## src/rtl/gesture_bbox_detector.sv

```systemverilog
`default_nettype none
// ============================================================================
// gesture_bbox_detector : per-frame bounding box and foreground count of a binary hand mask
// Revision 1.0
// ============================================================================
module gesture_bbox_detector #(
  parameter int IMG_WIDTH  = 640,
  parameter int IMG_HEIGHT = 480,
  parameter int MIN_PIXELS = 64
) (
  input  logic        clk,
  input  logic        rst_n,
  input  logic        per_frame_vsync,
  input  logic        per_frame_href,
  input  logic        per_frame_clken,
  input  logic        per_img_bit,
  output logic [10:0] bbox_left,
  output logic [10:0] bbox_right,
  output logic [10:0] bbox_top,
  output logic [10:0] bbox_bottom,
  output logic [19:0] pixel_count,
  output logic        bbox_found,
  output logic        frame_done
);

  localparam logic [10:0] c_w        = 11'(IMG_WIDTH);
  localparam logic [10:0] c_h        = 11'(IMG_HEIGHT);
  localparam logic [19:0] c_min_pix  = 20'(MIN_PIXELS);
  localparam logic [10:0] c_min_init = 11'd2047;
  localparam logic [19:0] c_cnt_max  = 20'hF_FFFF;

  typedef enum logic [1:0] {
    IDLE   = 2'd0,
    ACTIVE = 2'd1,
    LATCH  = 2'd2
  } state_t;

  state_t      state_q;
  logic        vsync_q;
  logic        href_q;
  logic        armed_q;
  logic        pend_q;
  logic [10:0] x_q;
  logic [10:0] y_q;
  logic [10:0] min_x_q;
  logic [10:0] max_x_q;
  logic [10:0] min_y_q;
  logic [10:0] max_y_q;
  logic [19:0] cnt_q;

  logic w_vs_rise;
  logic w_vs_fall;
  logic w_href_fall;
  logic w_pix_en;
  logic w_accum;
  logic w_enter_active;
  logic w_found;

  // A rising edge only counts once vsync has been seen low since reset, so a
  // frame already running when reset is released never starts a capture.
  assign w_vs_rise      = per_frame_vsync & ~vsync_q & armed_q;
  assign w_vs_fall      = ~per_frame_vsync & vsync_q;
  assign w_href_fall    = ~per_frame_href & href_q;
  assign w_pix_en       = per_frame_vsync & per_frame_href & per_frame_clken;
  assign w_accum        = (state_q == ACTIVE) & w_pix_en & per_img_bit &
                          (x_q < c_w) & (y_q < c_h);
  assign w_enter_active = (state_q == IDLE) & (w_vs_rise | pend_q);
  assign w_found        = (cnt_q >= c_min_pix);

  always_ff @(posedge clk or negedge rst_n) begin
    if (!rst_n) begin
      vsync_q <= 1'b0;
      href_q  <= 1'b0;
      armed_q <= 1'b0;
      x_q     <= '0;
      y_q     <= '0;
      cnt_q   <= '0;
      min_x_q <= c_min_init;
      min_y_q <= c_min_init;
      max_x_q <= '0;
      max_y_q <= '0;
    end else begin
      vsync_q <= per_frame_vsync;
      href_q  <= per_frame_href;
      armed_q <= armed_q | ~per_frame_vsync;

      if (w_href_fall) begin
        x_q <= '0;
      end else if (w_pix_en && (x_q != c_w)) begin
        x_q <= x_q + 11'd1;
      end

      if (w_enter_active) begin
        y_q <= '0;
      end else if (w_href_fall && (y_q != c_h)) begin
        y_q <= y_q + 11'd1;
      end

      if (w_enter_active) begin
        cnt_q   <= '0;
        min_x_q <= c_min_init;
        min_y_q <= c_min_init;
        max_x_q <= '0;
        max_y_q <= '0;
      end else if (w_accum) begin
        if (cnt_q != c_cnt_max) cnt_q <= cnt_q + 20'd1;
        if (x_q < min_x_q) min_x_q <= x_q;
        if (x_q > max_x_q) max_x_q <= x_q;
        if (y_q < min_y_q) min_y_q <= y_q;
        if (y_q > max_y_q) max_y_q <= y_q;
      end
    end
  end

  always_ff @(posedge clk or negedge rst_n) begin
    if (!rst_n) begin
      state_q     <= IDLE;
      pend_q      <= 1'b0;
      frame_done  <= 1'b0;
      bbox_found  <= 1'b0;
      pixel_count <= '0;
      bbox_left   <= '0;
      bbox_right  <= '0;
      bbox_top    <= '0;
      bbox_bottom <= '0;
    end else begin
      frame_done <= 1'b0;
      // A new frame starting during LATCH is remembered for the following IDLE cycle.
      pend_q     <= (state_q == LATCH) & w_vs_rise;
      case (state_q)
        IDLE: begin
          if (w_enter_active) state_q <= ACTIVE;
        end
        ACTIVE: begin
          if (w_vs_fall) state_q <= LATCH;
        end
        LATCH: begin
          state_q     <= IDLE;
          frame_done  <= 1'b1;
          pixel_count <= cnt_q;
          bbox_found  <= w_found;
          bbox_left   <= w_found ? min_x_q : 11'd0;
          bbox_right  <= w_found ? max_x_q : 11'd0;
          bbox_top    <= w_found ? min_y_q : 11'd0;
          bbox_bottom <= w_found ? max_y_q : 11'd0;
        end
        default: state_q <= IDLE;
      endcase
    end
  end

endmodule
`default_nettype wire
```

## config.mk

```make
export PLATFORM = sky130hd
export DESIGN_NAME = gesture_bbox_detector
export DESIGN_NICKNAME = d
export VERILOG_FILES = /design/src/rtl/gesture_bbox_detector.sv
export SDC_FILE = /design/constraint.sdc
export NUM_CORES = 1
export LEC_CHECK = 0
export CORE_ASPECT_RATIO = 0.6
export CORE_UTILIZATION = 55
export CTS_CLUSTER_SIZE = 12
export DETAILED_ROUTE_END_ITERATION = 16
export MAX_ROUTING_LAYER = met4
export PLACE_DENSITY = 0.79
export REMOVE_ABC_BUFFERS = 1
export SYNTH_ARGS = -nofsm -noshare
export SYNTH_HDL_FRONTEND = slang
export SYNTH_SLANG_ARGS = --single-unit
```

## constraint.sdc

```tcl
create_clock -name clk -period 6.4 [get_ports clk]
set_clock_uncertainty 0.2 [all_clocks]
set_input_delay 0.96 -clock clk [delete_from_list [all_inputs] [get_ports clk]]
set_output_delay 0.96 -clock clk [all_outputs]
set_load 0.02 [all_outputs]
```

Word-level counts from Yosys, hierarchy flattened. Index checks and enable logic that the tools add are counted.

Flip-flop bits (word level): 158. Input bits: 6. Output and inout port bits: 66. Logic and storage cells: 97.

$add $sub $neg: 3. Order comparisons: 7. Equality and inequality tests: 7. Mux-type cells: 27. Bitwise logic cells: 17. Reductions and logical operators: 17.

Operators with widths (number): $mux 11 (20); $mux 20 (3); $add 11x1->11 const B (2); $gt 11x11->1 (2); $lt 11x11->1 (2); $add 20x1->20 const B (1); $ge 20x7->1 const B (1); $ne 20x20->1 const B (1); $reduce_bool 2->1 (8); $and 1x1->1 (12); $reduce_and 2->1 (6); $lt 11x10->1 const B (1); $lt 11x9->1 const B (1); $ne 11x10->1 const B (1); $ne 11x9->1 const B (1); $mux 2 (2); $ne 2x2->1 const B (2); $pmux 2 s2 (1); $not 1->1 (3); $eq 2x1->1 const B (1); $eq 2x2->1 const B (1); $logic_and 1x1->1 (2); $logic_not 2->1 (1); $or 1x1->1 (2); $mux 1 (1).

Logic depth before layout (Yosys ltp). Gate-level depths: netlist (run 1).

Depth in word-level cells: 8. Mapped depth: 9. Depth with buffers taken out: 8.

Worst setup path before layout (run 1). OpenSTA, ideal clock, no wires.

Path kind: input to register. From: input port per_frame_vsync. To: register cnt_q[15]. Setup time: 0.078 ns. Arrival: 2.351 ns. Data required time: 6.122 ns. Path slack: 3.771 ns. Stages on the path: 6. Buffers on the path: 1. Path through: nand3b_1 -> a211oi_1 -> o211ai_1 -> buf_2 -> or3_1 -> a21oi_1.

Cells in the longest elaborated chain, start to end: 8. Elaborated cells on any way between the ends: 14. Classes of those cells: mux: 1; bitwise: 10; reduce/logical: 3.

RTL lines: start, declared (RTL line 13) `input logic per_frame_vsync,`; $and 1x1->1 (2 in a row) (RTL line 64) `assign w_pix_en = per_frame_vsync & per_frame_href & per_frame_clken;`; $and 1x1->1 (3 in a row) (RTL line 65) `assign w_accum = (state_q == ACTIVE) & w_pix_en & per_img_bit &`; $and 1x1->1 (RTL line 66) `(x_q < c_w) & (y_q < c_h);`; $reduce_bool 2->1 (no source line); $reduce_and 2->1 (no source line); end signal, assigned (RTL line 106) `if (cnt_q != c_cnt_max) cnt_q <= cnt_q + 20'd1;`; end, declared (RTL line 49) `logic [19:0] cnt_q;`.

Several ways; a longest one is shown, not always the timed one. A chain may end at the register's enable or synchronous reset.

Worst setup path in the final report (run 1).
From: input port per_frame_vsync. To: register cnt_q[11].

The elaborated chain is that of the path after synthesis.

==> metrics.txt, run 1 <==
status completed; Power Density between 200 and 300 nW/um2; first-pass GRT wire length roughly 30000 um; Yosys cell types 52; most frequent cells in the layout dfrtp_1 (136), nand2_1 (76), clkdlybuf4s50_1 (70), inv_1 (58), ha_1 (48); Setup crit end kind flip-flop; FILL cells just over 900; final WL about 18000 um; largest buffer count on any clock path 2; WL per Instance roughly 18 um; post-CTS resize count 0; arrival time at the worst endpoint just under 4000 ps; hold_buf cts 0; commonest non-fill, non-tap cell in the layout dfrtp_1; RSZ-0062 raised after global routing no; TritonCTS buffer count 17; Clk Tree Root Cell clkbuf_16; initial core utilization 0.579; Regs by FF count cnt_q (20), pixel_count (20); number of H-tree levels 4; critical path peak fanout 11; I/O pin total slightly above 70; Layout Cell Area excl Fill 9190 um2; Die H about 93 um; total gr overflow 0; post-synthesis sequential area ratio 0.520; synthesized cell area roughly 7700 um2; Register Area 3980 um2; diodes inserted 0; min Tclk post-route about 3800 ps; Core Box Area 13200 um2; clock slew at reported path FFs around 60 ps; drt via density approximately 5.9; row count 32; Port Buf Inserts a little over 70; dpl hpwl 12000 um; Leakage about 4.5 nW; Critical Setup Path Class input pin to flip-flop; Hold Slack 271 ps; die width 154 um; Max rail drop VDD 0.000204 V; Final Max Slew Viols 0; syn_area_per_cell approximately 11 um2; Syn. warnings 0; DRT antenna net count 0; Skew-Pair Late Insertion Delay 420 ps; DR vias between 5000 and 6000; Rel. slew slack 0.356; Synth Register Bits 158; area grow syn2layout 20.1%; postcts setup bufs 0; Final TNS setup 0 ps; final period utilization 0.591; Layout Cells excl Fill ~960; dpl cell area about 8600 um2; clk sinks 158; FFs w/ async S/R, synth 1.00; Max Clock Freq 264 MHz; die area 14400 um2; overall global routing resource usage 0.270; top_reg_cell synth dfrtp_1; Worst setup SP type input pin; multi-input logic area 3370 um2; final setup fails 0; DR iter-0 viols roughly 500; Least-Margin Pin Slew 966 ps; drt first pass iters 6; vias in the first global route around 5600; Gate Count Post-Synth between 700 and 800; DR DRC count 0; DP Cell Count ~930; Min-Delay Path Class flip-flop to flip-flop; Post-synth EDFFs 0; Hold Fails Final Rpt 0; largest net degree at the start of global routing 108; initial antenna violation count 0; nets about 830; CTS tree built; gpl congestion between 0.8 and 0.9; share of cells above drive strength 1 0.115; Max Cap Violations 0; WP data required about 6500 ps
[worst max-delay path, stage by stage]
cell             delay [ps]
clkdlybuf4s50_1         560
and3_1                  250
o2111ai_1               280
a311oi_2                780
o211ai_1                450
or3_1                   460
a21oi_1                 170
[layer usage]
metal | vias up | wire length [um] | track usage
met2 | 244 | 7820 | 0.389
met4 | 0 | 289 | 0.0891
met5 | - | 0 | -
li1 | 2633 | - | -
met1 | 2776 | 8490 | 0.389
met3 | 38 | 1160 | 0.0473
[cell families after synthesis]
family,synth area share
muxes,0.0618
DFF,0.520
AOI/OAI and AO/OA,0.129
xor gates and xnor gates,0.0343
adders and majority gates,0.0785
and+or+nand+nor,0.131
buffers and inverters,0.0449
[Yosys cell counts (11+ instances only)]
cell | count | share of area
dfrtp_1 | 136 | 0.44
nand2_1 | 76 | 0.037
inv_1 | 58 | 0.028
ha_1 | 48 | 0.078
nor2_1 | 46 | 0.023
a22o_1 | 44 | 0.050
mux2i_1 | 27 | 0.035
clkbuf_1 | 26 | 0.013
o21ai_0 | 25 | 0.016
dfstp_2 | 22 | 0.076
mux2_2 | 18 | 0.026
xor2_1 | 16 | 0.018
a21oi_1 | 15 | 0.0098
xnor2_1 | 14 | 0.016
a21o_1 | 13 | 0.013
nand4_1 | 13 | 0.011
nand3_1 | 12 | 0.0078
nor3_1 | 11 | 0.0072
[metrics by stage]
stage	total power, W	setup slack [ps]	utilization
after detailed placement	0.00149	2270	0.648
after global placement	0.00147	2460	0.648
after floorplan	0.00135	1380	-
final	0.00257	2620	0.696
after global routing	0.00267	2430	0.696
after CTS	0.00257	2670	0.696
[where the power goes]
| part | leakage, nW | switching (W) | internal, W | total [W] |
|---|---|---|---|---|
| logic | 2.10 | 0.000213 | 0.000127 | 0.000340 |
| clock network | 0.308 | 0.000418 | 0.000666 | 0.00108 |
| registers | 2.11 | 0.0000665 | 0.00108 | 0.00114 |
[final timing paths]
kind                            depth (start not counted)                 endpoint  slack [ps]                     from
worst max-delay path                                    7    cnt_q[11]$_DFFE_PN0P_        2620          per_frame_vsync
worst min-delay path                                    2  min_x_q[10]$_DFFE_PN1P_         270  min_x_q[10]$_DFFE_PN1P_
worst max register to register                          6    cnt_q[11]$_DFFE_PN0P_        3160      x_q[10]$_DFFE_PN0P_
worst min register to register                          2  min_x_q[10]$_DFFE_PN1P_         270  min_x_q[10]$_DFFE_PN1P_
max in group asynchronous                               2       y_q[0]$_DFFE_PN0P_        4340                    rst_n
min in group asynchronous                               1   max_x_q[1]$_DFFE_PN0P_         450                    rst_n
[layout make-up]
| cell class | count | share of cell area |
|---|---|---|
| flip-flops and latches | 158 | 0.433 |
| multi-input cells | 463 | 0.367 |
| repair buffers | 80 | 0.0848 |
| clock buffers | 19 | 0.0482 |
| inverters | 58 | 0.0237 |
| well taps | 170 | 0.0231 |
| clock inverters | 13 | 0.0203 |
Power figures use the tool's default switching activity.
==> run 2, diff against run 1 <==
clock period = 3.8 ns   (was 6.4 ns; I/O delays follow)
==> run 2 against run 1 <==
- non-clock buffer count increased by 7
- die area is the same
- flip-flop and latch count unchanged
- total power increased by 62%
==> metrics.txt, run 2 (same netlist as run 1, synthesis figures left out) <==
final WL 17700 um; TritonCTS buffer count 17; dpl cell area roughly 8600 um2; I/O pin total 72; status completed; nets about 840; gpl congestion 0.927; Layout Cells excl Fill 968; Crit. Startpoint y_q[9]$_DFFE_PN0P_; Regs by FF count cnt_q (20), pixel_count (20); Port Buf Inserts 71; number of H-tree levels 4; area grow syn2layout 20.1%; Leakage between 4 and 5 nW; critical path peak fanout 7; total gr overflow 0; Final TNS setup 0 ps; fin util 0.696; hold_buf cts 0; RSZ-0062 raised after global routing no; reg-to-reg slack, setup between 600 and 700 ps; row count 32; Min-Delay Path Class input pin to async pin; initial antenna violation count 0; drt via density ~6; WP data required just under 4000 ps; Worst R2R Start y_q[9]$_DFFE_PN0P_; clk sinks roughly 160; most frequent cells in the layout dfrtp_1 (136), nand2_1 (76), clkdlybuf4s50_1 (70), inv_1 (58), ha_1 (48); Core Box Area 13200 um2; largest net degree at the start of global routing 124; DR iter-0 viols about 590; DR vias roughly 5700; diodes inserted 0; post-CTS resize count 0; DRT antenna net count 0; reg2reg path depth 7; die width roughly 150 um; postcts setup bufs 0; commonest non-fill, non-tap cell in the layout dfrtp_1; Rel. slew slack 0.277; Skew-Pair Late Insertion Delay about 420 ps; Layout Cell Area excl Fill just over 9000 um2; final period utilization 0.816; overall global routing resource usage 0.273; clock slew at reported path FFs around 60 ps; WL per Instance 18.3 um; largest buffer count on any clock path 2; Least-Margin Pin Slew 1080 ps; first-pass GRT wire length between 20000 and 30000 um; Worst setup endpoint max_y_q[1]$_DFFE_PN0P_; share of cells above drive strength 1 0.123; Max Clock Freq around 320 MHz; vias in the first global route about 5600; min Tclk post-route approximately 3100 ps; Hold Fails Final Rpt 0; DR DRC count 0; dpl hpwl around 12000 um; initial core utilization 0.579; Worst setup SP type flip-flop; Max Cap Violations 0; Clk Tree Root Cell clkbuf_16; die area between 10000 and 15000 um2; drt first pass iters 5; DP Cell Count 936; Die H between 90 and 100 um; Setup crit end kind flip-flop; final setup fails 0; Final Max Slew Viols 0; Power Density approximately 450 nW/um2; arrival time at the worst endpoint 3230 ps; FF-to-FF End max_y_q[1]$_DFFE_PN0P_; Critical Setup Path Class flip-flop to flip-flop; Max rail drop VDD between 0.0003 and 0.0004 V; CTS tree built
-- run 2: changes by cell type in the layout (fill, tap and decap cells not counted), sizes merged --
cell    previous run  this run
buf               10        17
clkbuf            19        23
bufinv             4         1
inv               61        58
clkinv             5         7
-- run 2: stage by stage --
step	power, W	worst slack [ps]	hold slack (ps)
after floorplan	0.00228	-827	74.4
after global placement	0.00248	711	254
after detailed placement	0.00253	592	266
after CTS	0.00418	779	180
after global routing	0.00436	572	219
final	0.00417	698	134
-- run 2: cell type report --
class	instances	area (um2)
clock buffers	23	498
clock inverters	9	83.8
fillers	921	4020
inverters	58	218
multi-input cells	463	3370
flip-flops and latches	158	3980
well taps	170	213
repair buffers	87	832
-- run 2: worst min-delay path by stage --
stage | start | endpoint | depth (start not counted)
final | rst_n | max_x_q[2]$_DFFE_PN0P_ | 1
after global routing | rst_n | max_x_q[1]$_DFFE_PN0P_ | 1
after CTS | rst_n | bbox_right[3]$_DFFE_PN0P_ | 1
after detailed placement | armed_q$_DFF_PN0_ | armed_q$_DFF_PN0_ | 1
after global placement | armed_q$_DFF_PN0_ | armed_q$_DFF_PN0_ | 1
after floorplan | rst_n | armed_q$_DFF_PN0_ | 0
-- run 2: worst max-delay path, cell delays in order, from the launching register on --
cell       delay (ps)
dfrtp_1           490
ha_1              350
nand4_1           230
a211oi_1          420
a2111oi_0         190
nor4_2            630
buf_4             300
mux2i_1           210
-- run 2: per-layer routing --
layer  wire length, um  part of all wire  global-route usage  vias up
met4               216             0.012              0.0883        0
met1              8650              0.49               0.398     2822
li1                  -                 -                   -     2652
met5                 0                 0                   -        -
met2              7650              0.43               0.380      215
met3              1160             0.066              0.0561       27
-- run 2: where the power goes --
| group | switching (W) | internal, W |
|---|---|---|
| Combinational | 0.000363 | 0.000217 |
| Sequential | 0.000112 | 0.00182 |
| Clock | 0.000671 | 0.000988 |
| Total | 0.00115 | 0.00302 |
==> run 3, diff against run 2 <==
CORE_UTILIZATION = 52   (was 55)
PLACE_DENSITY = 0.78   (was 0.79)
clock period = 2.8 ns   (was 3.8 ns; I/O delays follow)
==> run 3 against run 2 <==
- fmax rose by 20%
- flip-flop and latch count did not move
- hold slack improved by 150 ps
- first-iteration DRC count fell by 21%
- clock power rose by 29%
- worst setup slack got worse by 480 ps
- die area rose by 5.7%
- count of clock-buffer cells in the layout fell by 5
- final area rose by 0.87%
- core utilization fell by 3.3 points
- total power rose by 33%
- critical path type unchanged
- largest cell class unchanged
- highest routed layer unchanged
==> metrics.txt, run 3 (same netlist as run 1, synthesis figures left out) <==
status completed; final period utilization 0.923; total gr overflow 0; DR vias between 5000 and 6000; Critical Setup Path Class flip-flop to flip-flop; nets 848; CP max stage delay between 400 and 500 ps; worst hold path depth 2; final WL 18000 um; postcts setup bufs 0; initial core utilization 0.547; Final Max Slew Viols 0; WP data required a little under 3000 ps; critical path peak fanout 6; Worst setup SP type flip-flop; TritonCTS buffer count 17; WL met1 between 8000 and 9000 um; CP top delay family compound AO/OA/AOI/OAI gates; FILL cells about 1100; Least-Margin Pin Slew roughly 640 ps; row count 33; DRT antenna net count 0; most frequent cells in the layout dfrtp_1 (136), nand2_1 (76), clkdlybuf4s50_1 (70), inv_1 (58), ha_1 (48); clk sinks between 150 and 200; drt via density roughly 5.7; DR iter-0 viols 468; gpl congestion 0.904; Hold Fails Final Rpt 0; reg2reg path depth 8; final setup fails 0; Die H about 96 um; drt first pass iters 5; share of cells above drive strength 1 0.131; Clk Tree Root Cell clkbuf_16; Crit-path slowest cell or4b_4; Final TNS setup 0 ps; WL per Instance between 15 and 20 um; FF-to-FF End y_q[9]$_DFFE_PN0P_; Max Cap Violations 0; number of H-tree levels 4; Port Buf Inserts slightly above 70; clock slew at reported path FFs around 60 ps; initial antenna violation count 0; largest net degree at the start of global routing 67; Top Metal Used met4; routed wl met2 between 8000 and 9000 um; overall global routing resource usage 0.267; Min-Delay Path Class flip-flop to flip-flop; number of cells on the critical path 8; CP Buf/Inv Count 1; RSZ-0062 raised after global routing no; Core Box Area 14000 um2; Worst setup endpoint y_q[9]$_DFFE_PN0P_; Power Density just under 600 nW/um2; vias in the first global route 5770; dpl hpwl between 10000 and 15000 um; Max Clock Freq about 390 MHz; ordered cell list for the critical path inv_1 -> ha_1 -> or4b_4 -> o41a_4 -> o2111a_1 -> nand2_1 -> xor2_1 -> nor2_1; area grow syn2layout 21.2%; reg-to-reg slack, setup approximately 220 ps; Regs by FF count cnt_q (20), pixel_count (20); DR DRC count 0; Crit. Startpoint y_q[1]$_DFFE_PN0P_; Max rail drop VDD 0.000356 V; min Tclk post-route ~2600 ps; arrival time at the worst endpoint 2680 ps; Setup crit end kind flip-flop; first-pass GRT wire length roughly 30000 um; fin util 0.663; Rel. slew slack 0.574; largest buffer count on any clock path 2; die area 15200 um2; diodes inserted 0; CTS tree built; Leakage between 4 and 5 nW; commonest non-fill, non-tap cell in the layout dfrtp_1; die width 159 um; Worst R2R Start y_q[1]$_DFFE_PN0P_; routed wl met3 between 800 and 900 um; Skew-Pair Late Insertion Delay 420 ps; I/O pin total roughly 70
run 3: cell types whose count changed in the layout (fill, tap and decap cells not counted):
| cell | previous run | this run |
|---|---|---|
| clkbuf_8 | 5 | 0 |
| clkinvlp_4 | 1 | 4 |
| inv_6 | 0 | 5 |
| buf_12 | 0 | 2 |
| clkinv_2 | 4 | 2 |
| bufinv_16 | 1 | 0 |
| buf_4 | 16 | 22 |
| dlygate4sd3_1 | 0 | 1 |
run 3: cell type report:
class                           instances  area [um2]  area share
Multi-Input combinational cell        463        3370       0.363
Inverter                               58         218      0.0235
Sequential cell                       158        3980       0.429
Clock inverter                         14         110      0.0119
Clock buffer                           18         429      0.0463
Timing Repair Buffer                   96         927       0.100
Tap cell                              192         240      0.0259
run 3: routing by layer:
layer / vias up / GRT usage
met2: 179 / 0.394
met5: - / -
met4: 0 / 0.0721
met1: 2848 / 0.382
met3: 24 / 0.0459
li1: 2657 / -
run 3: what timing repair did:
item | in CTS | in global routing
gates resized for setup | 0 | 0
endpoints found under the hold margin | 55 | 0
setup endpoints to repair | 0 | 0
hold buffers | 1 | 0
run 3: worst min-delay path by stage:
stage / startpoint / end / slack (ps)
2_1_floorplan: rst_n / armed_q$_DFF_PN0_ / -80
3_3_place_gp: rst_n / max_y_q[0]$_DFFE_PN0P_ / 250
3_5_place_dp: rst_n / max_y_q[0]$_DFFE_PN0P_ / 260
4_1_cts: min_y_q[9]$_DFFE_PN1P_ / min_y_q[9]$_DFFE_PN1P_ / 290
5_1_grt: min_y_q[9]$_DFFE_PN1P_ / min_y_q[9]$_DFFE_PN1P_ / 300
6_report: pixel_count[0]$_DFFE_PN0P_ / pixel_count[0]$_DFFE_PN0P_ / 290
run 3: where the power goes:
part / internal (W) / switching, W / total [W]
clock network: 0.00115 / 0.000991 / 0.00214
logic: 0.000307 / 0.000470 / 0.000777
registers: 0.00246 / 0.000152 / 0.00262
total: 0.00392 / 0.00161 / 0.00553
run 3: worst reg2reg max path: stages, from the launching register on:
cell and delay (ps):
dfrtp_1 440, inv_1 150, ha_1 180, or4b_4 470
o41a_4 420, o2111a_1 300, nand2_1 100, xor2_1 150
nor2_1 60
run 3: metrics by stage:
stage | instance area (um2) | setup slack [ps] | hold slack [ps] | total power (W) | std cells
final | 9280 | 217 | 287 | 0.00553 | 999
after detailed placement | 8730 | -23.0 | 256 | 0.00342 | 966
after CTS | 9280 | 235 | 288 | 0.00556 | 999
after floorplan | 7530 | -1690 | -75.6 | 0.00310 | 679
after global placement | 8730 | 80.2 | 250 | 0.00337 | 966
after global routing | 9280 | 73.8 | 302 | 0.00578 | 999
